### src/rtl/color_slice.sv
// Pixel register slice: CN x CW channels through a 2-entry skid buffer, optional per-pixel channel reversal (COLOR_SLICE_CNT_EN adds an output transfer counter).
// Latency: 1 cycle from input accept to m_data when the slice is EMPTY or draining in the same cycle.
// Backpressure: s_ready is registered and drops only when both entries are full; m_data holds while m_valid & !m_ready.
module color_slice #(
    parameter int CN    = 3,
    parameter int CW    = 8,
    parameter int CNT_W = 16
) (
    input  logic                clk,
    input  logic                rst_n,
    input  logic                s_valid,
    output logic                s_ready,
    input  logic [CN*CW-1:0]    s_data,
    input  logic                s_swap,
    output logic                m_valid,
    input  logic                m_ready,
    output logic [CN*CW-1:0]    m_data,
    output logic [CNT_W-1:0]    m_cnt
);

    localparam int DW = CN * CW;

    // ST_INIT keeps s_ready low for the first edge after reset release.
    typedef enum logic [1:0] {
        ST_INIT,
        ST_EMPTY,
        ST_ONE,
        ST_FULL
    } state_t;

    state_t          state;
    state_t          state_nxt;
    logic [DW-1:0]   main_dat;
    logic [DW-1:0]   main_nxt;
    logic [DW-1:0]   skid_dat;
    logic [DW-1:0]   skid_nxt;
    logic [DW-1:0]   cap_dat;
    logic            in_xfer;
    logic            out_xfer;
    logic            s_ready_nxt;
    logic            m_valid_nxt;

    assign in_xfer  = s_valid & s_ready;
    assign out_xfer = m_valid & m_ready;
    assign m_data   = main_dat;

    always_comb begin
        cap_dat = s_data;
        if (s_swap) begin
            for (int k = 0; k < CN; k++) begin
                cap_dat[k*CW +: CW] = s_data[(CN-1-k)*CW +: CW];
            end
        end
    end

    always_comb begin
        state_nxt = state;
        main_nxt  = main_dat;
        skid_nxt  = skid_dat;
        case (state)
            ST_INIT: begin
                state_nxt = ST_EMPTY;
            end
            ST_EMPTY: begin
                if (in_xfer) begin
                    main_nxt  = cap_dat;
                    state_nxt = ST_ONE;
                end
            end
            ST_ONE: begin
                case ({in_xfer, out_xfer})
                    2'b11: main_nxt = cap_dat;
                    2'b10: begin
                        skid_nxt  = cap_dat;
                        state_nxt = ST_FULL;
                    end
                    2'b01: state_nxt = ST_EMPTY;
                    default: state_nxt = ST_ONE;
                endcase
            end
            ST_FULL: begin
                if (out_xfer) begin
                    main_nxt  = skid_dat;
                    state_nxt = ST_ONE;
                end
            end
            default: state_nxt = ST_EMPTY;
        endcase
        // Handshake outputs are decoded from the next state so they leave a flop.
        m_valid_nxt = (state_nxt == ST_ONE) || (state_nxt == ST_FULL);
        s_ready_nxt = (state_nxt == ST_EMPTY) || (state_nxt == ST_ONE);
    end

    always_ff @(posedge clk or negedge rst_n) begin
        if (!rst_n) begin
            state    <= ST_INIT;
            main_dat <= '0;
            skid_dat <= '0;
            m_valid  <= 1'b0;
            s_ready  <= 1'b0;
        end else begin
            state    <= state_nxt;
            main_dat <= main_nxt;
            skid_dat <= skid_nxt;
            m_valid  <= m_valid_nxt;
            s_ready  <= s_ready_nxt;
        end
    end

`ifdef COLOR_SLICE_CNT_EN
    logic [CNT_W-1:0] cnt;

    always_ff @(posedge clk or negedge rst_n) begin
        if (!rst_n) begin
            cnt <= '0;
        end else if (out_xfer) begin
            cnt <= cnt + CNT_W'(1);
        end
    end

    assign m_cnt = cnt;
`else
    assign m_cnt = '0;
`endif

endmodule

### config.mk
export PLATFORM = sky130hd
export DESIGN_NAME = color_slice
export DESIGN_NICKNAME = d
export VERILOG_FILES = /design/src/rtl/color_slice.sv
export SDC_FILE = /design/constraint.sdc
export NUM_CORES = 1
export LEC_CHECK = 0
export BUFFER_PORTS_ARGS = -buffer_cell sky130_fd_sc_hd__buf_2
export CELL_PAD_IN_SITES_DETAIL_PLACEMENT = 1
export CELL_PAD_IN_SITES_GLOBAL_PLACEMENT = 2
export CORE_MARGIN = 5
export CORE_UTILIZATION = 30
export DETAILED_ROUTE_END_ITERATION = 6
export GPL_ROUTABILITY_DRIVEN = 1
export PLACE_DENSITY = 0.72
export SETUP_SLACK_MARGIN = 0.3
export SYNTH_ARGS = -nofsm -noshare
export SYNTH_HDL_FRONTEND = slang
export SYNTH_SLANG_ARGS = --single-unit
### constraint.sdc
create_clock -name clk -period 4.27 [get_ports clk]
set_input_delay 0.427 -clock clk [delete_from_list [all_inputs] [get_ports clk]]
set_output_delay 0.427 -clock clk [all_outputs]
set_load 0.005 [all_outputs]
# --- Word-level counts from Yosys, hierarchy flattened ---
# Index checks and enable logic that the tools add are counted.
word_totals:
  ff_bits: 52
  in_bits: 29
  output_inout_bits: 42
  word_cells: 34
op_classes:
  n_eq_ne: 12
  n_mux: 9
  bitwise_logic: 2
  n_reduce_logical: 6
ops:
  columns: ["cell", "n"]
  rows:
  - ["$mux W24", 4]
  - ["$pmux W24 S3", 1]
  - ["$eq A2 B2 Y1 const B", 6]
  - ["$pmux W2 S4", 1]
  - ["$eq A2 B1 Y1 const B", 3]
  - ["$pmux W2 S3", 1]
  - ["$mux W2", 2]
  - ["$ne A2 B2 Y1 const B", 2]
  - ["$reduce_and A4 Y1", 1]
  - ["$reduce_bool A3 Y1", 1]
  - ["$and A1 B1 Y1", 2]
  - ["$logic_not A2 Y1", 1]
  - ["$logic_or A1 B1 Y1", 2]
  - ["$ne A2 B1 Y1 const B", 1]
  - ["$reduce_and A2 Y1", 1]

# --- Depth between registers and ports, before layout ---
logic_depth:
  word_depth: 6
  depth_mapped: 7
  mapped_depth_nobuf: 7

# --- Worst setup path before layout ---
# No wires, ideal clock.
synth_path:
  kind: "input to register"
  startpoint: "in s_valid"
  endpoint: "reg m_valid"
  setup_time_ns: 0.127
  t_arrival_ns: 1.448
  required_time_ns: 4.143
  setup_slack_ns: 2.695
  path_stages: 7
  path_buffers: 0
  path_cell_list: "nand2_1 -> inv_1 -> ha_1 -> a21oi_1 -> o2bb2ai_1 -> ha_1 -> or2_2"
synth_between:
  elab_chain_len: 6
  elab_cells_between_ends: 10
  classes_between: "eq/ne (5); mux (3); bitwise (1); reduce/logical (1)"
synth_lines:
  columns: ["element", "line", "source"]
  rows:
  - ["from (decl)", "11", "input logic s_valid,"]
  - ["$and A1 B1 Y1 (*)", "43", "assign in_xfer = s_valid & s_ready;"]
  - ["$eq A2 B1 Y1 / $eq A2 B2 Y1 (equally long branches)", "71", "case ({in_xfer, out_xfer})"]
  - ["$pmux W2 S3", "71", null]
  - ["$pmux W2 S4 (*)", "60", "case (state)"]
  - ["$eq A2 B2 Y1", "90", "m_valid_nxt = (state_nxt == ST_ONE) || (state_nxt == ST_FULL);"]
  - ["$logic_or A1 B1 Y1 (*)", "90", null]
  - ["net m_valid_nxt", "41", "logic m_valid_nxt;"]
  - ["to (signal assigned)", "105", "m_valid <= m_valid_nxt;"]
  - ["to (decl)", "15", "output logic m_valid,"]
# The timed path passes the listed nets; every way through them passes the cells marked *.
# A chain may end at the register's enable or synchronous reset.

# --- Worst setup path after layout ---
layout_path:
  startpoint: "reg state[1]"
  endpoint: "reg main_dat[15], in the netlist m_data[15]"
layout_between:
  elab_chain_len: 3
  elab_cells_between_ends: 9
  classes_between: "eq/ne (6); mux (1); reduce/logical (2)"
layout_lines:
  columns: ["element", "line", "source"]
  rows:
  - ["from (decl)", "31", "state_t state;"]
  - ["from (signal assigned)", "102", "state <= state_nxt;"]
  - ["$eq A2 B2 Y1 / $eq A2 B1 Y1 (equally long branches)", "60", null]
  - ["$ne A2 B1 Y1 (no line), or another cell as far along", null, null]
  - ["$reduce_and A4 Y1 (no line)", null, null]
  - ["to (signal assigned)", "103", "main_dat <= main_nxt;"]
  - ["to (decl)", "33", "logic [DW-1:0] main_dat;"]
# Several ways; a longest one is shown, not always the timed one.

==> impl_metrics.py <==
metrics = {
    "status": {
        "status": "complete, no violations",
    },
    "sta": {
        "min_period_over_period_pct": 49.7,
        "hold_viol_final": 0,
        "worstMarginPinSlew_ns": 1.13,
        "rsz0062_at_grt": "false",
        "setup_ws_ns": 2.15,
        "setup_viol_count_final": 0,
        "post-route-min-period_ns": 2.12,
        "slew_violations": 0,
        "tns_ns": 0,
        "slew_headroom_pct": 24.7,
        "skew_ns": 0.00633,
        "max_clock_freq_mhz": 472,
    },
    "grt": {
        "grt_pass1_vias": 1836,
        "grt-ovfl-total": 0,
        "grt_start_max_net_pins": 53,
        "antenna_found_initial": 0,
        "track_usage_pct": 10.4,
        "grt_first_pass_wirelength_um": 9270,
    },
    "logic_synthesis": {
        "synth_seq_area_share_pct": 48.5,
        "ys_seq_elements": 52,
        "yosysTopAreaCell": "dfrtp_1",
        "syn_area_um2": 2690,
        "syn_inst": 221,
        "yosysWarnings": 0,
        "synth_top_area_share_pct": 48.5,
        "avgSynthCellArea_um2": 12.1,
        "ys_types": 25,
        "synthTopCellsByArea": "dfrtp_1 48%, mux2i_1 12%, mux2_4 10%",
    },
    "worst_setup_path": {
        "cp.required_ns": 4.46,
        "rrSetupSlack_ns": 2.15,
        "timing.rr.start": "state[1]",
        "arrival_ns": 2.31,
        "reg2reg_depth": 3,
        "startpoint": "state[1]",
        "crit_type": "flip-flop to flip-flop",
        "cp_max_fo": 24,
        "cp-start-kind": "flip-flop",
        "endpoint_kind": "flip-flop",
        "r2r-end": "m_data[15]",
    },
    "place": {
        "place_ws_ns": 2.06,
        "port_buffers": 54,
        "dp_hpwl_um": 3930,
        "routabilityCongestion": 0.657,
    },
    "clocking": {
        "clk_pin_slew_ns": 0.09,
        "cts_tree": "built",
        "hold_buffers": 0,
        "post_cts_buffers": 0,
        "clk_latency_ns": 0.30,
        "clockRootBuffer": "clkbuf_8",
        "cts.path.max_buffers": 2,
        "cts_buffers": 5,
        "cts.sink_count": 52,
        "htree_levels": 2,
        "cts.repair.resized": 0,
    },
    "hold_path": {
        "hold_class": "primary input to asynchronous set/reset pin",
    },
    "floorplan": {
        "dieArea_um2": 10900,
        "fp.coreArea_um2": 8720,
        "rows": 34,
        "die_h_um": 105,
        "start_util_pct": 30.8,
        "die_w_um": 105,
        "io_pins": 71,
    },
    "flow_run": {
        "maxCapViolCount": 0,
    },
    "drt": {
        "first_iter_violations": 29,
        "postRouteAntennaNets": 0,
        "drc": 0,
        "drt_wl_total_um": 5470,
        "drtPass1Iterations": 4,
        "routedWlPerCell_um": 14.3,
        "via_per_inst": 4.38,
        "num_vias": 1672,
    },
    "layout": {
        "drive_gt1_share_pct": 36.5,
        "fin_nets": 305,
        "areaGrowthSynthToFinish_pct": 14.4,
        "antenna_cells": 0,
    },
    "power_and_ir_drop": {
        "ir_drop_v": 0.000318,
        "powerDensity_nw_per_um2": 678,
        "leakagePower_nw": 1.60,
    },
}
-- power by group --
group / switching [mW] / internal, mW / total (mW)
combinational: 0.398 / 0.527 / 0.925
sequential: 0.137 / 0.732 / 0.869
clock: 0.155 / 0.133 / 0.287
-- synth_stat cells (all sizes together) --
master,number
nand3b,1
a2bb2oi,1
or2,1
o2bb2ai,1
a21oi,2
o22ai,1
mux2i,32
dfrtp,52
nand2,19
buf,25
nand3,2
ha,3
a32oi,1
inv,19
clkbuf,2
o21ai,17
conb,1
mux2,40
nand2b,1
-- placed cells by master, fill, tap and decap left out --
cell type,synthesis,layout
dfrtp_1,52,52
or2_2,1,1
o2bb2ai_1,1,1
clkbuf_8,0,6
clkbuf_1,2,2
ha_1,3,3
buf_4,18,3
mux2_4,18,18
mux2_1,6,6
a32oi_1,1,1
inv_1,19,19
nand2b_1,1,1
conb_1,1,16
nand3b_1,1,1
a2bb2oi_1,1,1
o21ai_0,17,17
mux2_2,16,16
nand2_2,1,1
mux2i_1,32,32
buf_2,3,54
nand2_1,18,18
nand3_1,2,2
a21oi_1,2,2
o22ai_4,0,1
-- per-stage QoR --
| stage | instances | utilization (%) | power, mW | hold slack, ns | cell area (um^2) |
|---|---|---|---|---|---|
| floorplan | 236 | - | 1.56 | 0.131 | 2740 |
| global placement | 374 | 34.2 | 1.80 | 0.461 | 2980 |
| detailed placement | 374 | 34.2 | 1.83 | 0.469 | 2980 |
| CTS | 382 | 35.2 | 2.13 | 0.271 | 3070 |
| global route | 382 | 35.2 | 2.26 | 0.312 | 3070 |
| finish | 382 | 35.2 | 2.08 | 0.236 | 3070 |
-- area by class of cell --
class | count | area [um^2]
clock buffer | 8 | 90.1
fill | 983 | 5650
timing repair buffer | 57 | 293
inverter | 19 | 71.3
sequential | 52 | 1300
multi-input combinational | 138 | 1180
tap | 108 | 135
-- how the worst max path moves through the flow --
stage / to / cells past startpoint
after floorplan: m_valid / 7
after global placement: m_data[17] / 3
after detailed placement: skid_dat[3] / 8
after CTS: m_data[15] / 3
after global routing: m_data[15] / 3
final: m_data[15] / 3
-- worst max-delay path, cell delays in order, from the launching register on --
cell	delay (ns)
dfrtp_1	0.51
nand3_1	0.19
o22ai_4	0.89
mux2_2	0.42
-- kinds of logic (layout without fill, tap and decap cells) --
group	count (synthesis)	after routing	share of synthesized area, %
flops	52	52	48.5
compound gates	23	23	4.99
buf+inv	46	84	9.93
other cells	1	16	0.140
simple gates	24	24	3.87
mux	72	72	31.2
fa+ha+maj	3	3	1.40
-- flip-flops by register name (all words and copies together) (netlist names) --
register / count
state: 2
skid_dat: 24
s_ready: 1
m_data: 24
m_valid: 1
-- metal layers --
metal  global-route usage [%]  wire length, um
met3                     2.65              269
met4                     3.29               85
met5                        0                0
met1                     13.4             2480
met2                     17.1             2630
No activity file was read; power rests on OpenSTA's default activity.
